===== config.mk =====
export PLATFORM = sky130hd
export DESIGN_NAME = triple_demux_buffer_flat
export DESIGN_NICKNAME = d
export VERILOG_FILES = /design/src/rtl/triple_demux_buffer_if.sv /design/src/rtl/triple_demux_buffer.sv /design/src/flat_wrapper.sv
export SDC_FILE = /design/constraint.sdc
export NUM_CORES = 1
export LEC_CHECK = 0
export ABC_AREA = 1
export CAP_MARGIN = 20
export CORE_UTILIZATION = 51
export CTS_CLUSTER_SIZE = 30
export DETAILED_ROUTE_END_ITERATION = 10
export PLACE_DENSITY = 0.79
export REMOVE_ABC_BUFFERS = 1
export SETUP_SLACK_MARGIN = 0.3
export SYNTH_ARGS = -nofsm -noshare
export SYNTH_HDL_FRONTEND = slang
export SYNTH_SLANG_ARGS = --single-unit

===== constraint.sdc =====
create_clock -name Clk -period 7.6 [get_ports Clk]
set_input_delay 0.76 -clock Clk [delete_from_list [all_inputs] [get_ports Clk]]
set_output_delay 0.76 -clock Clk [all_outputs]
set_load 0.05 [all_outputs]

===== src/rtl/triple_demux_buffer_if.sv =====
// Handshake and data bundle for triple_demux_buffer: one input triple stream,
// two steered output channels with occupancy counts.
interface triple_demux_buffer_if #(
   parameter int AW = 1
);
   logic          InValid;
   logic          InReady;
   logic          InSel;
   logic [31:0]   In1;
   logic [31:0]   In2;
   logic [31:0]   In3;
   logic          OutAValid;
   logic          OutAReady;
   logic [31:0]   OutA1;
   logic [31:0]   OutA2;
   logic [31:0]   OutA3;
   logic          OutBValid;
   logic          OutBReady;
   logic [31:0]   OutB1;
   logic [31:0]   OutB2;
   logic [31:0]   OutB3;
   logic [AW:0]   CountA;
   logic [AW:0]   CountB;

   modport master (
      output InValid, InSel, In1, In2, In3, OutAReady, OutBReady,
      input  InReady, OutAValid, OutA1, OutA2, OutA3,
             OutBValid, OutB1, OutB2, OutB3, CountA, CountB
   );

   modport slave (
      input  InValid, InSel, In1, In2, In3, OutAReady, OutBReady,
      output InReady, OutAValid, OutA1, OutA2, OutA3,
             OutBValid, OutB1, OutB2, OutB3, CountA, CountB
   );
endinterface


===== src/rtl/triple_demux_buffer.sv =====
// Steers a stream of 32-bit word triples into one of two independent FIFO
// channels (A when InSel=1, B otherwise), each with its own valid/ready output.
module triple_demux_buffer #(
   parameter int DEPTH = 2,
   parameter int AW    = 1
) (
   input  logic                  Clk,
   input  logic                  Rst,
   triple_demux_buffer_if.slave  bus
);

   localparam logic [AW:0] FULL_CNT = (AW+1)'(DEPTH);

   logic [95:0]   mem_a [DEPTH];
   logic [95:0]   mem_b [DEPTH];
   logic [AW-1:0] wptr_a, rptr_a, wptr_b, rptr_b;
   logic [AW:0]   cnt_a, cnt_b;
   logic          full_a, full_b, valid_a, valid_b;
   logic          in_ready, push_a, push_b, pop_a, pop_b;
   logic [95:0]   head_a, head_b;

   assign full_a  = (cnt_a == FULL_CNT);
   assign full_b  = (cnt_b == FULL_CNT);
   assign valid_a = (cnt_a != '0);
   assign valid_b = (cnt_b != '0);

   // Ready looks only at occupancy, so a pop never frees a slot for the same edge.
   assign in_ready = !Rst && (bus.InSel ? !full_a : !full_b);
   assign push_a   = bus.InValid && in_ready && bus.InSel;
   assign push_b   = bus.InValid && in_ready && !bus.InSel;
   assign pop_a    = valid_a && bus.OutAReady;
   assign pop_b    = valid_b && bus.OutBReady;

   always_ff @(posedge Clk) begin
      if (push_a) mem_a[wptr_a] <= {bus.In1, bus.In2, bus.In3};
      if (push_b) mem_b[wptr_b] <= {bus.In1, bus.In2, bus.In3};
   end

   always_ff @(posedge Clk) begin
      if (Rst) begin
         wptr_a <= '0;
         rptr_a <= '0;
         cnt_a  <= '0;
         wptr_b <= '0;
         rptr_b <= '0;
         cnt_b  <= '0;
      end else begin
         if (push_a) wptr_a <= wptr_a + AW'(1);
         if (pop_a)  rptr_a <= rptr_a + AW'(1);
         if (push_b) wptr_b <= wptr_b + AW'(1);
         if (pop_b)  rptr_b <= rptr_b + AW'(1);
         case ({push_a, pop_a})
            2'b10:   cnt_a <= cnt_a + (AW+1)'(1);
            2'b01:   cnt_a <= cnt_a - (AW+1)'(1);
            default: cnt_a <= cnt_a;
         endcase
         case ({push_b, pop_b})
            2'b10:   cnt_b <= cnt_b + (AW+1)'(1);
            2'b01:   cnt_b <= cnt_b - (AW+1)'(1);
            default: cnt_b <= cnt_b;
         endcase
      end
   end

   // Head words are masked to zero whenever the channel is empty.
   always_comb begin
      head_a = '0;
      head_b = '0;
      if (valid_a) head_a = mem_a[rptr_a];
      if (valid_b) head_b = mem_b[rptr_b];
   end

   assign bus.InReady   = in_ready;
   assign bus.OutAValid = valid_a;
   assign bus.OutA1     = head_a[95:64];
   assign bus.OutA2     = head_a[63:32];
   assign bus.OutA3     = head_a[31:0];
   assign bus.OutBValid = valid_b;
   assign bus.OutB1     = head_b[95:64];
   assign bus.OutB2     = head_b[63:32];
   assign bus.OutB3     = head_b[31:0];
   assign bus.CountA    = cnt_a;
   assign bus.CountB    = cnt_b;

endmodule


===== src/flat_wrapper.sv =====
// flat-port wrapper written by rule: the top's interface ports become plain ports
module triple_demux_buffer_flat 
#(
   parameter int DEPTH = 2,
   parameter int AW    = 1
)
  (Clk, Rst, bus_InValid, bus_InSel, bus_In1, bus_In2, bus_In3, bus_OutAReady, bus_OutBReady, bus_InReady, bus_OutAValid, bus_OutA1, bus_OutA2, bus_OutA3, bus_OutBValid, bus_OutB1, bus_OutB2, bus_OutB3, bus_CountA, bus_CountB);
  triple_demux_buffer_if #(.AW(AW)) bus_i ();
  input  logic Clk;
  input  logic Rst;
  input wire logic [$bits(bus_i.InValid)-1:0] bus_InValid;
  input wire logic [$bits(bus_i.InSel)-1:0] bus_InSel;
  input wire logic [$bits(bus_i.In1)-1:0] bus_In1;
  input wire logic [$bits(bus_i.In2)-1:0] bus_In2;
  input wire logic [$bits(bus_i.In3)-1:0] bus_In3;
  input wire logic [$bits(bus_i.OutAReady)-1:0] bus_OutAReady;
  input wire logic [$bits(bus_i.OutBReady)-1:0] bus_OutBReady;
  output wire logic [$bits(bus_i.InReady)-1:0] bus_InReady;
  output wire logic [$bits(bus_i.OutAValid)-1:0] bus_OutAValid;
  output wire logic [$bits(bus_i.OutA1)-1:0] bus_OutA1;
  output wire logic [$bits(bus_i.OutA2)-1:0] bus_OutA2;
  output wire logic [$bits(bus_i.OutA3)-1:0] bus_OutA3;
  output wire logic [$bits(bus_i.OutBValid)-1:0] bus_OutBValid;
  output wire logic [$bits(bus_i.OutB1)-1:0] bus_OutB1;
  output wire logic [$bits(bus_i.OutB2)-1:0] bus_OutB2;
  output wire logic [$bits(bus_i.OutB3)-1:0] bus_OutB3;
  output wire logic [$bits(bus_i.CountA)-1:0] bus_CountA;
  output wire logic [$bits(bus_i.CountB)-1:0] bus_CountB;
  assign bus_i.InValid = bus_InValid;
  assign bus_i.InSel = bus_InSel;
  assign bus_i.In1 = bus_In1;
  assign bus_i.In2 = bus_In2;
  assign bus_i.In3 = bus_In3;
  assign bus_i.OutAReady = bus_OutAReady;
  assign bus_i.OutBReady = bus_OutBReady;
  assign bus_InReady = bus_i.InReady;
  assign bus_OutAValid = bus_i.OutAValid;
  assign bus_OutA1 = bus_i.OutA1;
  assign bus_OutA2 = bus_i.OutA2;
  assign bus_OutA3 = bus_i.OutA3;
  assign bus_OutBValid = bus_i.OutBValid;
  assign bus_OutB1 = bus_i.OutB1;
  assign bus_OutB2 = bus_i.OutB2;
  assign bus_OutB3 = bus_i.OutB3;
  assign bus_CountA = bus_i.CountA;
  assign bus_CountB = bus_i.CountB;
  triple_demux_buffer #(.DEPTH(DEPTH), .AW(AW)) u_core (.Clk(Clk), .Rst(Rst), .bus(bus_i));
endmodule

==> impl_metrics.ini, run 1 <==
[sta]
slew_viol_final = 0
maxClockFrequency_mhz = 225
report.final.hold_viol_count = 0
layout_min_cycle_time_ns = 4.44
clock_skew_ns = 0.0121
report.final.setup_viol = 0
final.setup.tns_ns = 0
setup_repair_after_global_routing_missed_its_margin = no
timing.max_slew.rel_slack = 0.377
fin_crit_sh = 0.584
transition_time_at_the_pin_with_the_least_slew_margin_ns = 0.932

[route]
route.antenna.remaining_nets = 0
wl_cell_microns = 19.7
highest-signal-layer = met4
vias_post_dr = 9520
dr.pass1.iters = 5
wl_met3_mm = 3.02
routedLengthMet1_mm = 14.4
vias_per_cell = 5.28
initialDrtViolationCount = 797
detail_route.wirelength_mm = 35.6
routed-wl-met2_mm = 17.3
drc = 0

[cts]
cts_resized = 0
clkSinkCount = 394
htree_levels = 2
cts-root-to-sink-buffers = 3
post-cts-setup-buffer-count = 0
tritoncts = done
root_buffer = sky130_fd_sc_hd__clkbuf_16
worst_skew_pair.late_latency_ns = 0.51
clkTransAtPathRegs_ns = 0.06
count_of_hold_fix_buffers_inserted_at_cts = 0
cts_inserted_buffers = 39

[yosys]
count_of_flip_flops_with_a_built_in_enable_after_synthesis = 384
yosysSeqAreaShare = 0.791
synthesis.area_sq_um = 14800
netlist.top_cell.by_area = sky130_fd_sc_hd__edfxtp_1
synth_top_flop_cell = sky130_fd_sc_hd__edfxtp_1
synth_cells = 1093
post-synth-top-count-cell = sky130_fd_sc_hd__nand2_1
synth_commonest_cells = sky130_fd_sc_hd__nand2_1 (389), sky130_fd_sc_hd__edfxtp_1 (384), sky130_fd_sc_hd__a21oi_1 (202), sky130_fd_sc_hd__buf_2 (39), sky130_fd_sc_hd__buf_4 (11)
synth.lib_cells_used.distinct = 23
synth_top_cell_area_share = 0.778
ys_seq_elements = 394
netlist_top_cells_area = sky130_fd_sc_hd__edfxtp_1 (78%), sky130_fd_sc_hd__nand2_1 (9.9%), sky130_fd_sc_hd__a21oi_1 (6.8%), sky130_fd_sc_hd__dfxtp_1 (1.4%), sky130_fd_sc_hd__buf_2 (1.3%)
synth_area_per_cell_sq_um = 13.6
asyncSetResetFlopFracSynth = 0
synth_warnings = 0

[finish]
area_of_the_multi_input_gates_sq_um = 2680
final_design_area_no_fill_sq_um = 19400
nNetsFinal = 1491
fillCellCount = 1940
postLayoutCoreUtil = 0.676
area.sequential_sq_um = 11700
final_layout_size_suffix_gt1_frac = 0.0629
final_cell_count_no_fill = 1802
syn2layout_area_growth_pct = 30.6

[worst_setup_path]
cp_slowest_stage_delay_ns = 0.82
worst-setup-path-type = flop to output pin
critPathSlowestCell = sky130_fd_sc_hd__clkinv_2
worstPathMaxFanout = 53
critical_path.startpoint_type = flop
setup.worst_path.end_class = output pin
req_time_crit_path_ns = 6.84
cp_cell_sequence = clkinv_2, buf_4, nand2_1, a21oi_1, clkdlybuf4s50_1
timing.critical_path.arrival_ns = 3.68

[grt]
grt_first_pass_wirelength_mm = 51.6
antenna_found_initial = 1
track_usage = 0.231
grt_max_degree = 97
globalRoute.totalOverflow = 0
first_global_vias = 9103

[place]
detailedPlacementHpwl_mm = 21.1
gp_weighted_congestion = 0.770
post-place-cells = 1729
placed_area_sq_um = 18100
placement.io_buffers = 300

[floorplanning]
initial_utilization = 0.518
die_h_microns = 172
die_area_sq_um = 29700
num_rows = 62
placeableCoreArea_sq_um = 28600
top_level_pins = 301
die_w_microns = 172

[outcome]
run_status = finished, final reports clean

[pwr]
irDropWorstVdd_mv = 0.175
power.density_cell_area_nw_per_um2 = 284
power_w = 0.00550
power_leakage_nw = 6.62

[run]
maxCapViolCount = 0

[hold_path]
type_of_the_most_critical_hold_path = flop to flop
[routing by layer]
| layer | vias up | global-route usage |
|---|---|---|
| met5 | - | 0 |
| met4 | 0 | 0.0693 |
| met3 | 63 | 0.0629 |
| met2 | 394 | 0.378 |
| met1 | 4607 | 0.303 |
| li1 | 4456 | - |
[placed cells by master (no fill, tap or decap), drive strengths merged]
master / instances
bufinv: 4
edfxtp: 384
buf: 15
diode: 2
nand2: 390
dfxtp: 10
ha: 2
nor2: 14
inv: 13
clkbuf: 48
and3: 1
nor3: 1
o21ai: 7
clkinv: 17
clkdlybuf4s50: 300
clkinvlp: 3
nand3: 2
nand4: 3
a21oi: 202
[worst max-delay path: cells and delay by family (launching register included)]
family / cells / cell delay, ns
buffers and inverters: 3 / 2.15
DFF: 1 / 0.73
and+or+nand+nor: 1 / 0.15
AOI/OAI and AO/OA: 1 / 0.08
[cell type report]
type                    count  share of cell area
diodes                      2            0.000259
clock buffers              48              0.0544
well taps                 384              0.0248
flip-flops and latches    394               0.606
repair buffers            315               0.162
inverters                  15             0.00317
clock inverters            22              0.0106
multi-input cells         622               0.138
[per-stage QoR]
step	setup WS [ns]	hold slack, ns
6_report	3.16	0.461
5_1_grt	2.99	0.485
4_1_cts	3.09	0.459
3_5_place_dp	3.63	0.448
3_3_place_gp	3.70	0.442
2_1_floorplan	1.95	0.431
[cells by family after synthesis]
family / Yosys count / synth area share
adder cells (fa/ha/maj): 2 / 0.00169
buffers and inverters: 77 / 0.0291
AND/OR/NAND/NOR: 411 / 0.107
AO/OA/AOI/OAI: 209 / 0.0706
flip-flops: 394 / 0.791
[power by group]
group	total, W	switching, W	internal (W)	leakage, nW
clock network	0.00189	0.000770	0.00112	0.606
registers	0.00248	0.0000373	0.00244	3.57
logic	0.00113	0.000803	0.000328	2.44
total	0.00550	0.00161	0.00389	6.62
[worst paths after layout]
check	from	endpoint	slack, ns	depth (start not counted)
worst max-delay path	flop	bus_OutA3[1]	3.16	5
worst min-delay path	u_core.rptr_b$_SDFFE_PP0P_	u_core.rptr_b$_SDFFE_PP0P_	0.46	1
worst max register to register	u_core.bus.CountA[0]$_SDFFE_PP0P_	u_core.bus.CountA[1]$_SDFFE_PP0P_	4.66	8
worst min register to register	u_core.rptr_b$_SDFFE_PP0P_	u_core.rptr_b$_SDFFE_PP0P_	0.46	1
[flip-flops by register name, summed over array words and instances (netlist names), named ones only]
signal / flops
u_core.bus.CountA: 2
u_core.bus.CountB: 2
u_core.mem_a: 192
u_core.mem_b: 192
u_core.rptr_a: 1
u_core.rptr_b: 1
u_core.wptr_a: 1
u_core.wptr_b: 1
Power figures use the tool's default switching activity.
==> inputs of run 2 (changes only) <==
CORE_UTILIZATION = 46   (was 51)
PLACE_DENSITY = 0.76   (was 0.79)
clock period = 3.81 ns   (was 7.6 ns; I/O delays follow)
==> impl_metrics.ini, run 2 (same netlist as run 1, synthesis figures left out) <==
[finish]
nNetsFinal = 1496
most_frequent_standard_cell_in_the_layout_excluding_fill_and_tap_cells = sky130_fd_sc_hd__nand2_1
final_design_area_no_fill_sq_um = 19400
fillCellCount = 2330
syn2layout_area_growth_pct = 31.2
final_cell_mix = sky130_fd_sc_hd__nand2_1 (389), sky130_fd_sc_hd__edfxtp_1 (384), sky130_fd_sc_hd__clkdlybuf4s50_1 (300)
largest_registers = u_core.mem_a (192), u_core.mem_b (192)
final_layout_size_suffix_gt1_frac = 0.0683

[worst_setup_path]
critical_path.startpoint_type = flop
setup.worst_path.end_class = output pin
timing.critical_path.arrival_ns = 2.83
worstPathMaxFanout = 37
worst-r2r-cell-count = 7
worst-setup-path-type = flop to output pin
r2r_endpoint = u_core.mem_a[1][11]$_DFFE_PP_
critPathSlowestCell = sky130_fd_sc_hd__clkdlybuf4s50_1
crit-reg2reg-launch = u_core.bus.CountB[0]$_SDFFE_PP0P_
cp_slowest_stage_delay_ns = 0.86
ff2ff_setup_slack_ns = 1.64
req_time_crit_path_ns = 3.43
cp_cell_sequence = buf_4, nand2_1, a21oi_1, clkdlybuf4s50_1

[floorplanning]
die_h_microns = 182
die_area_sq_um = 32900
num_rows = 65
die_w_microns = 182
placeableCoreArea_sq_um = 31600
top_level_pins = 301
initial_utilization = 0.468

[cts]
tritoncts = done
cts_inserted_buffers = 40
count_of_hold_fix_buffers_inserted_at_cts = 0
root_buffer = sky130_fd_sc_hd__clkbuf_16
post-cts-setup-buffer-count = 0
clkTransAtPathRegs_ns = 0.06
clkSinkCount = 394
cts_resized = 0
cts-root-to-sink-buffers = 3
htree_levels = 2
worst_skew_pair.late_latency_ns = 0.52

[place]
gp_weighted_congestion = 0.794
placed_area_sq_um = 18200
placement.io_buffers = 300
detailedPlacementHpwl_mm = 21.4

[run]
maxCapViolCount = 0

[sta]
fin_crit_sh = 0.842
clock_skew_ns = 0.0177
setup_repair_after_global_routing_missed_its_margin = no
layout_min_cycle_time_ns = 3.21
report.final.hold_viol_count = 0
report.final.setup_viol = 0
slew_viol_final = 0
maxClockFrequency_mhz = 312
transition_time_at_the_pin_with_the_least_slew_margin_ns = 0.882
timing.max_slew.rel_slack = 0.412

[grt]
antenna_found_initial = 2
globalRoute.totalOverflow = 0
track_usage = 0.220
grt_max_degree = 99
grt_first_pass_wirelength_mm = 55.3
first_global_vias = 9850

[hold_path]
hp-start = u_core.rptr_a$_SDFFE_PP0P_
whs_endpoint = u_core.rptr_a$_SDFFE_PP0P_
type_of_the_most_critical_hold_path = flop to flop
hold_depth = 1

[route]
route.antenna.remaining_nets = 0
vias_post_dr = 9669
drc = 0
vias_per_cell = 5.30
initialDrtViolationCount = 689
detail_route.wirelength_mm = 36.6
wl_cell_microns = 20.0
dr.pass1.iters = 7

[pwr]
power_w = 0.0109
power_leakage_nw = 6.64
power.density_cell_area_nw_per_um2 = 560
irDropWorstVdd_mv = 0.529

[outcome]
run_status = finished, final reports clean
run 2: cell types whose count changed in the layout (fill, tap and decap cells not counted), moves of 2 or more:
cell	change
sky130_fd_sc_hd__buf_12	+7
sky130_fd_sc_hd__buf_4	-2
sky130_fd_sc_hd__bufinv_16	-2
sky130_fd_sc_hd__clkbuf_1	-4
sky130_fd_sc_hd__clkinvlp_4	+4
run 2: cell type report:
class	instances	area, sq um	share of cell area
antenna	1	2.50	0.000129
clock buffer	44	1040	0.0533
clock inverter	26	185	0.00952
inverter	15	62.6	0.00322
multi-input combinational	622	2680	0.138
sequential	394	11700	0.604
tap	402	503	0.0259
timing repair buffer	319	3230	0.166
run 2: critical path: cells and delay by family, from the launching register on:
kind,cells,cell delay (ns)
buffers and inverters,2,1.31
DFF,1,0.57
AOI/OAI and AO/OA,1,0.28
and+or+nand+nor,1,0.10
run 2: metal layers:
layer / up-vias / routed length, microns / GRT usage
met5: - / 0 / 0
met4: 0 / 1150 / 0.0817
met3: 78 / 2750 / 0.0461
met2: 426 / 17700 / 0.367
met1: 4703 / 14900 / 0.284
li1: 4462 / - / -
run 2: power breakdown:
| group | switching [W] | internal (W) | total (W) | leakage [nW] |
|---|---|---|---|---|
| logic | 0.00165 | 0.000672 | 0.00232 | 2.49 |
| clock network | 0.00157 | 0.00210 | 0.00366 | 0.581 |
| registers | 0.0000481 | 0.00487 | 0.00492 | 3.57 |
run 2: worst max-delay path by stage:
| stage | endpoint | startpoint | slack, ns |
|---|---|---|---|
| floorplan | u_core.mem_a[0][0]$_DFFE_PP_ | u_core.bus.CountB[0]$_SDFFE_PP0P_ | -1.83 |
| global route | bus_OutA3[1] | flop | 0.48 |
| CTS | bus_OutA2[22] | flop | 0.39 |
| finish | bus_OutA2[20] | flop | 0.60 |
| global placement | bus_OutA3[1] | flop | 0.99 |
| detailed placement | bus_OutA2[28] | flop | 0.94 |
run 2: metrics by stage:
step	setup WS, ns	instances	util	TNS, ns	hold WS (ns)
finish	0.603	1823	0.615	0	0.461
global route	0.482	1823	0.615	0	0.491
CTS	0.387	1822	0.614	0	0.456
detailed placement	0.941	1752	0.576	0	0.436
global placement	0.995	1752	0.576	0	0.430
floorplan	-1.83	1031	-	-537.91	0.431
==> inputs of run 3 (changes only) <==
CORE_UTILIZATION = 51   (was 46)
PLACE_DENSITY = 0.79   (was 0.76)
clock period = 3.18 ns   (was 3.81 ns; I/O delays follow)
==> impl_metrics.ini, run 3 (same netlist as run 1, synthesis figures left out) <==
[route]
vias_per_cell = 5.37
vias_post_dr = 9722
wl_cell_microns = 19.3
detail_route.wirelength_mm = 35.0
route.antenna.remaining_nets = 0
initialDrtViolationCount = 759
dr.pass1.iters = 5
drc = 0

[grt]
track_usage = 0.228
first_global_vias = 9151
antenna_found_initial = 3
grt_first_pass_wirelength_mm = 50.7
globalRoute.totalOverflow = 0
grt_max_degree = 99

[cts]
root_buffer = sky130_fd_sc_hd__clkbuf_16
worst_skew_pair.late_latency_ns = 0.51
cts_inserted_buffers = 38
tritoncts = done
clkSinkCount = 394
clkTransAtPathRegs_ns = 0.06
count_of_hold_fix_buffers_inserted_at_cts = 0
cts-root-to-sink-buffers = 3
htree_levels = 2

[place]
post-place-cells = 1736
detailedPlacementHpwl_mm = 21.0
placement.io_buffers = 300
gp_weighted_congestion = 0.779

[run]
maxCapViolCount = 0

[worst_setup_path]
crit-reg2reg-launch = u_core.bus.CountB[0]$_SDFFE_PP0P_
ff2ff_setup_slack_ns = 1.19
worstPathMaxFanout = 24
worst-r2r-cell-count = 7
req_time_crit_path_ns = 2.86
r2r_endpoint = u_core.mem_a[1][46]$_DFFE_PP_
timing.critical_path.arrival_ns = 2.44
setup.worst_path.end_class = output pin
worst-setup-path-type = flop to output pin
critical_path.startpoint_type = flop

[sta]
final.setup.tns_ns = 0
setup_repair_after_global_routing_missed_its_margin = no
clock_skew_ns = 0.00923
transition_time_at_the_pin_with_the_least_slew_margin_ns = 0.631
maxClockFrequency_mhz = 362
fin_crit_sh = 0.869
report.final.hold_viol_count = 0
slew_viol_final = 0
timing.max_slew.rel_slack = 0.579
layout_min_cycle_time_ns = 2.76
holdWs_ns = 0.427
report.final.setup_viol = 0

[floorplanning]
die_w_microns = 172
placeableCoreArea_sq_um = 28600
top_level_pins = 301
die_area_sq_um = 29700
initial_utilization = 0.518
die_h_microns = 172
num_rows = 62

[pwr]
power_leakage_nw = 7.13
power.density_cell_area_nw_per_um2 = 671
irDropWorstVdd_mv = 0.496
power_w = 0.0129

[finish]
final_cell_mix = sky130_fd_sc_hd__nand2_1 (389), sky130_fd_sc_hd__edfxtp_1 (384), sky130_fd_sc_hd__a21oi_1 (202)
final_layout_size_suffix_gt1_frac = 0.148
syn2layout_area_growth_pct = 29.6
nNetsFinal = 1500
postLayoutCoreUtil = 0.671
most_frequent_standard_cell_in_the_layout_excluding_fill_and_tap_cells = sky130_fd_sc_hd__nand2_1
largest_registers = u_core.mem_a (192), u_core.mem_b (192)
final_cell_count_no_fill = 1809

[hold_path]
whs_endpoint = u_core.bus.CountB[1]$_SDFFE_PP0P_
type_of_the_most_critical_hold_path = primary input to flop
hold_depth = 2
hp-start = Rst

[outcome]
run_status = finished, final reports clean
## run 3: changes by cell type in the layout (fill, tap and decap cells not counted), sizes merged, moves of 5 or more
| cell | before | now |
|---|---|---|
| clkinvlp | 7 | 2 |
| clkdlybuf4s50 | 300 | 160 |
| dlygate4sd2 | 0 | 17 |
| dlymetal6s2s | 0 | 11 |
| buf | 19 | 137 |
## run 3: stage by stage
stage,instance area [sq um],setup slack (ns)
after detailed placement,17900,0.748
after floorplan,14400,-2.46
after CTS,19100,0.272
after global placement,17900,0.775
after global routing,19200,0.312
final,19200,0.417
## run 3: area by class of cell
type | instances | area (sq um)
repair buffers | 325 | 3050
well taps | 384 | 480
inverters | 15 | 65.1
clock inverters | 20 | 179
fillers | 1922 | 9420
diodes | 3 | 7.51
clock buffers | 46 | 1000
multi-input cells | 622 | 2680
flip-flops and latches | 394 | 11700
## run 3: how the worst max path moves through the flow
| stage | start | end | slack (ns) | depth (start not counted) |
|---|---|---|---|---|
| final | flop | bus_OutA1[14] | 0.42 | 5 |
| after floorplan | u_core.bus.CountB[0]$_SDFFE_PP0P_ | u_core.mem_a[0][0]$_DFFE_PP_ | -2.46 | 4 |
| after CTS | flop | bus_OutB1[22] | 0.27 | 4 |
| after global routing | flop | bus_OutA1[24] | 0.31 | 5 |
| after global placement | flop | bus_OutB3[15] | 0.77 | 5 |
| after detailed placement | flop | bus_OutB1[2] | 0.75 | 5 |
## run 3: worst max-delay path: stages (launching register included)
cell,delay (ns)
sky130_fd_sc_hd__dfxtp_4,0.47
sky130_fd_sc_hd__clkinv_2,0.09
sky130_fd_sc_hd__buf_4,0.29
sky130_fd_sc_hd__nand2_1,0.10
sky130_fd_sc_hd__a21oi_1,0.14
sky130_fd_sc_hd__clkdlybuf4s50_1,0.84
## run 3: timing repair
action	in CTS	in global routing
gates cloned	0	0
pin swaps	0	1
setup buffers	0	4
resized for setup	19	13
setup endpoints to repair	44	64
## run 3: where the power goes
part | internal (W) | switching, W
clock network | 0.00249 | 0.00179
registers | 0.00583 | 0.0000576
logic | 0.000745 | 0.00198
total | 0.00906 | 0.00382
## run 3: per-layer routing
layer  track usage  share of wire
met1         0.293           0.39
met2         0.381           0.49
met3        0.0593          0.092
met4        0.0704          0.022
met5             0        0.00031
